### config.mk
export PLATFORM = sky130hd
export DESIGN_NAME = prio_enc64_onehot
export DESIGN_NICKNAME = d
export VERILOG_FILES = /design/src/rtl/prio_enc_pkg.sv /design/src/rtl/or4.sv /design/src/rtl/pe16b.sv /design/src/rtl/pe4b.sv /design/src/rtl/prio_enc64_onehot.sv
export SDC_FILE = /design/constraint.sdc
export NUM_CORES = 1
export LEC_CHECK = 0
export BUFFER_PORTS_ARGS = -buffer_cell sky130_fd_sc_hd__buf_4
export CORE_MARGIN = 3
export CORE_UTILIZATION = 45
export CTS_BUF_LIST = sky130_fd_sc_hd__clkbuf_4 sky130_fd_sc_hd__clkbuf_8
export DETAILED_ROUTE_END_ITERATION = 10
export PLACE_DENSITY = 0.82
export REMOVE_ABC_BUFFERS = 1
export SLEW_MARGIN = 20
export SYNTH_ARGS = -nofsm -noshare
export SYNTH_HDL_FRONTEND = slang
export SYNTH_SLANG_ARGS = --single-unit
### constraint.sdc
create_clock -name clk -period 1.9 [get_ports clk]
set_input_delay 0.095 -clock clk [delete_from_list [all_inputs] [get_ports clk]]
set_output_delay 0.095 -clock clk [all_outputs]
set_load 0.02 [all_outputs]
### src/rtl/prio_enc_pkg.sv
`default_nettype none
// ============================================================================
// Module : prio_enc_pkg
// Brief  : Shared width constants for the 64-bit one-hot priority encoder.
// Rev    : 1.0  initial release
// ============================================================================
package prio_enc_pkg;

    localparam int IN_W   = 64;
    localparam int LEAF_W = 4;
    localparam int N_GRP  = 16;

endpackage
`default_nettype wire

### src/rtl/or4.sv
`default_nettype none
// ============================================================================
// Module : or4
// Brief  : 4-input OR reduction over one nibble.
// Rev    : 1.0  initial release
// ============================================================================
module or4
    import prio_enc_pkg::*;
(
    input  logic [LEAF_W-1:0] i_vec,
    output logic              o_any
);

    assign o_any = |i_vec;

endmodule
`default_nettype wire

### src/rtl/pe16b.sv
`default_nettype none
// ============================================================================
// Module : pe16b
// Brief  : 16-bit one-hot priority encoder built as a nibble tree of pe4b/or4.
// Rev    : 1.0  initial release
// ============================================================================
module pe16b
    import prio_enc_pkg::*;
(
    input  logic [4*LEAF_W-1:0] i_vec,
    output logic [4*LEAF_W-1:0] o_vec
);

    logic [4*LEAF_W-1:0] w_leaf;
    logic [3:0]          w_grp;
    logic [3:0]          w_sel;

    generate
        for (genvar k = 0; k < 4; k++) begin : g_nib
            pe4b u_leaf (
                .i_vec (i_vec[LEAF_W*k +: LEAF_W]),
                .o_vec (w_leaf[LEAF_W*k +: LEAF_W])
            );

            or4 u_or (
                .i_vec (i_vec[LEAF_W*k +: LEAF_W]),
                .o_any (w_grp[k])
            );

            // Only the winning nibble's local one-hot survives.
            assign o_vec[LEAF_W*k +: LEAF_W] = w_leaf[LEAF_W*k +: LEAF_W] & {LEAF_W{w_sel[k]}};
        end
    endgenerate

    pe4b u_sel (
        .i_vec (w_grp),
        .o_vec (w_sel)
    );

endmodule
`default_nettype wire

### src/rtl/pe4b.sv
`default_nettype none
// ============================================================================
// Module : pe4b
// Brief  : 4-bit one-hot priority encoder, bit 3 wins; zero in gives zero out.
// Rev    : 1.0  initial release
// ============================================================================
module pe4b
    import prio_enc_pkg::*;
(
    input  logic [LEAF_W-1:0] i_vec,
    output logic [LEAF_W-1:0] o_vec
);

    assign o_vec[3] = i_vec[3];
    assign o_vec[2] = i_vec[2] & ~i_vec[3];
    assign o_vec[1] = i_vec[1] & ~(|i_vec[3:2]);
    assign o_vec[0] = i_vec[0] & ~(|i_vec[3:1]);

endmodule
`default_nettype wire

### src/rtl/prio_enc64_onehot.sv
`default_nettype none
// ============================================================================
// Module : prio_enc64_onehot
// Brief  : 64-bit one-hot priority encoder, two-stage pipeline (leaf, group).
// Rev    : 1.0  initial release
// ============================================================================
module prio_enc64_onehot
    import prio_enc_pkg::*;
(
    input  logic            clk,
    input  logic            rst_n,
    input  logic [IN_W-1:0] in,
    output logic [IN_W-1:0] out,
    output logic            any
);

    logic [IN_W-1:0]  w_leaf;
    logic [N_GRP-1:0] w_grp;
    logic [IN_W-1:0]  r_leaf;
    logic [N_GRP-1:0] r_grp;
    logic [N_GRP-1:0] w_sel;
    logic [IN_W-1:0]  w_out;

    generate
        for (genvar k = 0; k < N_GRP; k++) begin : g_leaf
            pe4b u_leaf (
                .i_vec (in[LEAF_W*k +: LEAF_W]),
                .o_vec (w_leaf[LEAF_W*k +: LEAF_W])
            );

            or4 u_or (
                .i_vec (in[LEAF_W*k +: LEAF_W]),
                .o_any (w_grp[k])
            );
        end
    endgenerate

    // Leaf and group flags register together so a vector never mixes with its neighbour.
    always_ff @(posedge clk) begin
        if (!rst_n) begin
            r_leaf <= '0;
            r_grp  <= '0;
        end else begin
            r_leaf <= w_leaf;
            r_grp  <= w_grp;
        end
    end

    pe16b u_grp_sel (
        .i_vec (r_grp),
        .o_vec (w_sel)
    );

    generate
        for (genvar k = 0; k < N_GRP; k++) begin : g_mask
            assign w_out[LEAF_W*k +: LEAF_W] = r_leaf[LEAF_W*k +: LEAF_W] & {LEAF_W{w_sel[k]}};
        end
    endgenerate

    always_ff @(posedge clk) begin
        if (!rst_n) begin
            out <= '0;
            any <= 1'b0;
        end else begin
            out <= w_out;
            any <= |r_grp;
        end
    end

endmodule
`default_nettype wire

==> impl_metrics.env <==
export IMPL_status="complete, no violations"
export IMPL_power_total_w=0.006182
export IMPL_vias_per_cell=4.744
export IMPL_clock_sinks=145
export IMPL_gr_total_overflow=0
export IMPL_holdWs_ns=0.08069
export IMPL_grt_pass1_vias=3629
export IMPL_die_area_sq_mm=0.01102
export IMPL_synth_flop_cell="dfxtp_1"
export IMPL_async_reset_ff_share_pct=0
export IMPL_finalMaxSlewViolations=0
export IMPL_cts_buffers=17
export IMPL_layout_min_cycle_time_ns=1.583
export IMPL_peakVddDrop_mv=0.4710
export IMPL_min_path_type="in -> reg"
export IMPL_whs_path_depth=2
export IMPL_drc=0
export IMPL_drt_pass1_iterations=4
export IMPL_htree_levels=4
export IMPL_worstSetupPathType="reg -> reg"
export IMPL_port_buffer_count=130
export IMPL_antenna_found_initial=0
export IMPL_clock_root_buffer="clkbuf_8"
export IMPL_r2r_cells=3
export IMPL_cts_buffer_depth=2
export IMPL_dp_hpwl_um=6614
export IMPL_synth_area_top_cells="dfxtp_1, and3_1, and2_1"
export IMPL_clock_fmax_ghz=0.6316
export IMPL_grtUsageTotal_pct=20.42
export IMPL_endpoint_kind="register"
export IMPL_maxCapViolations=0
export IMPL_synth_area_per_cell_sq_um=11.94
export IMPL_cts_tree="done"
export IMPL_syn_area_sq_mm=0.004407
export IMPL_avgRoutedWirePerCell_um=14.60
export IMPL_die_w_um=105.0
export IMPL_totalWireLength_um=10760
export IMPL_cp_start_kind="register"
export IMPL_ys_ff_latch=145
export IMPL_period_share_pct=83.33
export IMPL_dieHeight_um=105.0
export IMPL_synth_cell_types=28
export IMPL_grt_pass1_wl_um=17650
export IMPL_insertion_delay_ns=0.42
export IMPL_leakagePower_nw=3.168
export IMPL_rsz0062_at_grt="false"
export IMPL_synth_warnings=0
export IMPL_core_sq_mm=0.009371
export IMPL_antenna_cells=0
export IMPL_clock_skew_final_ns=0.01249
export IMPL_synthCells=369
export IMPL_area_delta_synth_final_pct=54.71
export IMPL_power_per_cell_area_mw_per_mm2=906.8
export IMPL_postRouteAntennaNets=0
export IMPL_hold_viol_final=0
export IMPL_fin_nets=662
export IMPL_num_rows=35
export IMPL_cp_max_fo=8
export IMPL_fin_setup_tns_ns=0
export IMPL_io_pins=131
export IMPL_gp_congestion=0.7338
export IMPL_synth_seq_area_share_pct=65.87
export IMPL_worstPathRequired_ns=2.26
export IMPL_post_cts_resized=0
export IMPL_yosysTopAreaCell="dfxtp_1"
export IMPL_grt_max_degree=62
export IMPL_yosys_area_top_type_share_pct=65.87
export IMPL_path_clk_slew_ns=0.08
export IMPL_arrival_ns=1.94
export IMPL_tightest_slew_ns=0.4940
export IMPL_drtIter0Drc=98
export IMPL_final_layout_size_suffix_gt1_share_pct=28.95
export IMPL_maxSlewHeadroom_pct=67.07
export IMPL_synth_edf_count=0
export IMPL_start_util_pct=47.02
export IMPL_finalSetupViolations=0
export IMPL_vias=3496
worst paths after layout:
| kind | start | endpoint | slack [ns] |
|---|---|---|---|
| hold reg to reg | r_leaf[23]$_SDFF_PN0_ | out[23]$_SDFF_PN0_ | 0.42 |
| setup / recovery | r_grp[15]$_SDFF_PN0_ | out[41]$_SDFF_PN0_ | 0.32 |
| setup reg to reg | r_grp[15]$_SDFF_PN0_ | out[41]$_SDFF_PN0_ | 0.32 |
| hold / removal | rst_n | r_leaf[63]$_SDFF_PN0_ | 0.08 |
logic make-up (layout without fill, tap and decap cells):
logic type | count (synthesis) | in the layout | synth area share [%]
and+or+nand+nor | 186 | 186 | 27.94
DFF | 145 | 145 | 65.87
buffers and inverters | 21 | 260 | 1.902
AOI/OAI and AO/OA | 17 | 17 | 4.287
per-stage QoR:
stage	worst slack (ns)	instance area (sq um)	cells	utilization (%)
5_1_grt	0.1744	6818	737	72.75
4_1_cts	0.2946	6818	737	72.75
3_5_place_dp	0.3131	5524	620	58.95
3_3_place_gp	0.3621	5524	620	58.95
2_1_floorplan	0.2325	4357	357	-
6_report	0.3168	6818	737	72.75
cells in the mapped netlist, types with 2 or more instances:
| cell type | number |
|---|---|
| nor2_1 | 28 |
| nor2b_1 | 3 |
| and3_1 | 41 |
| nor4b_4 | 2 |
| and3_2 | 4 |
| nand3_1 | 11 |
| and4_1 | 2 |
| nand4_1 | 2 |
| clkbuf_1 | 10 |
| and3b_1 | 17 |
| and4b_1 | 16 |
| nor4_1 | 2 |
| inv_1 | 9 |
| nand2_1 | 5 |
| dfxtp_1 | 145 |
| o41a_1 | 16 |
| nor3_1 | 14 |
| and2_1 | 32 |
routing by layer:
| layer | track usage [%] | vias up | share of wire, % |
|---|---|---|---|
| met4 | 7.779 | 0 | 1.8 |
| li1 | - | 1755 | - |
| met5 | 0 | - | 0 |
| met2 | 36.71 | 118 | 52 |
| met1 | 22.94 | 1602 | 41 |
| met3 | 5.497 | 21 | 5.0 |
critical path, stage by stage, from the launching register on:
cell,delay (ns)
dfxtp_1,0.39
or4b_4,0.63
nor4b_4,0.33
and2_1,0.17
report_power, final:
group,leakage (nW),switching (W),internal (W)
Combinational,1.77,0.000166,0.000277
Clock,0.214,0.00113,0.00147
Sequential,1.18,0.0000383,0.00311
cells in the final DEF, fill, tap and decap left out, types with 2 or more instances in the layout:
cell           instances
and4_1                 2
clkbuf_8              17
nor3_1                14
and2_1                32
nor2_1                28
bufinv_16              4
buf_4                134
clkbuf_4               2
inv_6                  2
nand2_1                5
dlygate4sd3_1         86
inv_1                  9
clkinvlp_4             2
o41a_1                16
nand3_1               11
nor4b_4                2
and3b_1               17
and3_2                 4
nand4_1                2
and4b_1               16
nor4_1                 2
nor2b_1                3
dfxtp_1              145
and3_1                41
clkinv_4               3
registers in the layout (all words and copies together), names as in the netlist:
signal,count
out,64
r_leaf,64
r_grp,16
any,1
area by class of cell:
class / count / area (sq um)
clock buffer: 19 / 249.0
clock inverter: 12 / 183.9
fill: 642 / 2554
inverter: 9 / 33.78
multi-input combinational: 203 / 1420
sequential: 145 / 2903
tap: 129 / 161.4
timing repair buffer: 220 / 1867
repair_timing:
item                                   CTS  global route
endpoints found under the hold margin   80             0
setup buffers                            0             0
hold buffers                            86             0
No activity file was read; power rests on OpenSTA's default activity.
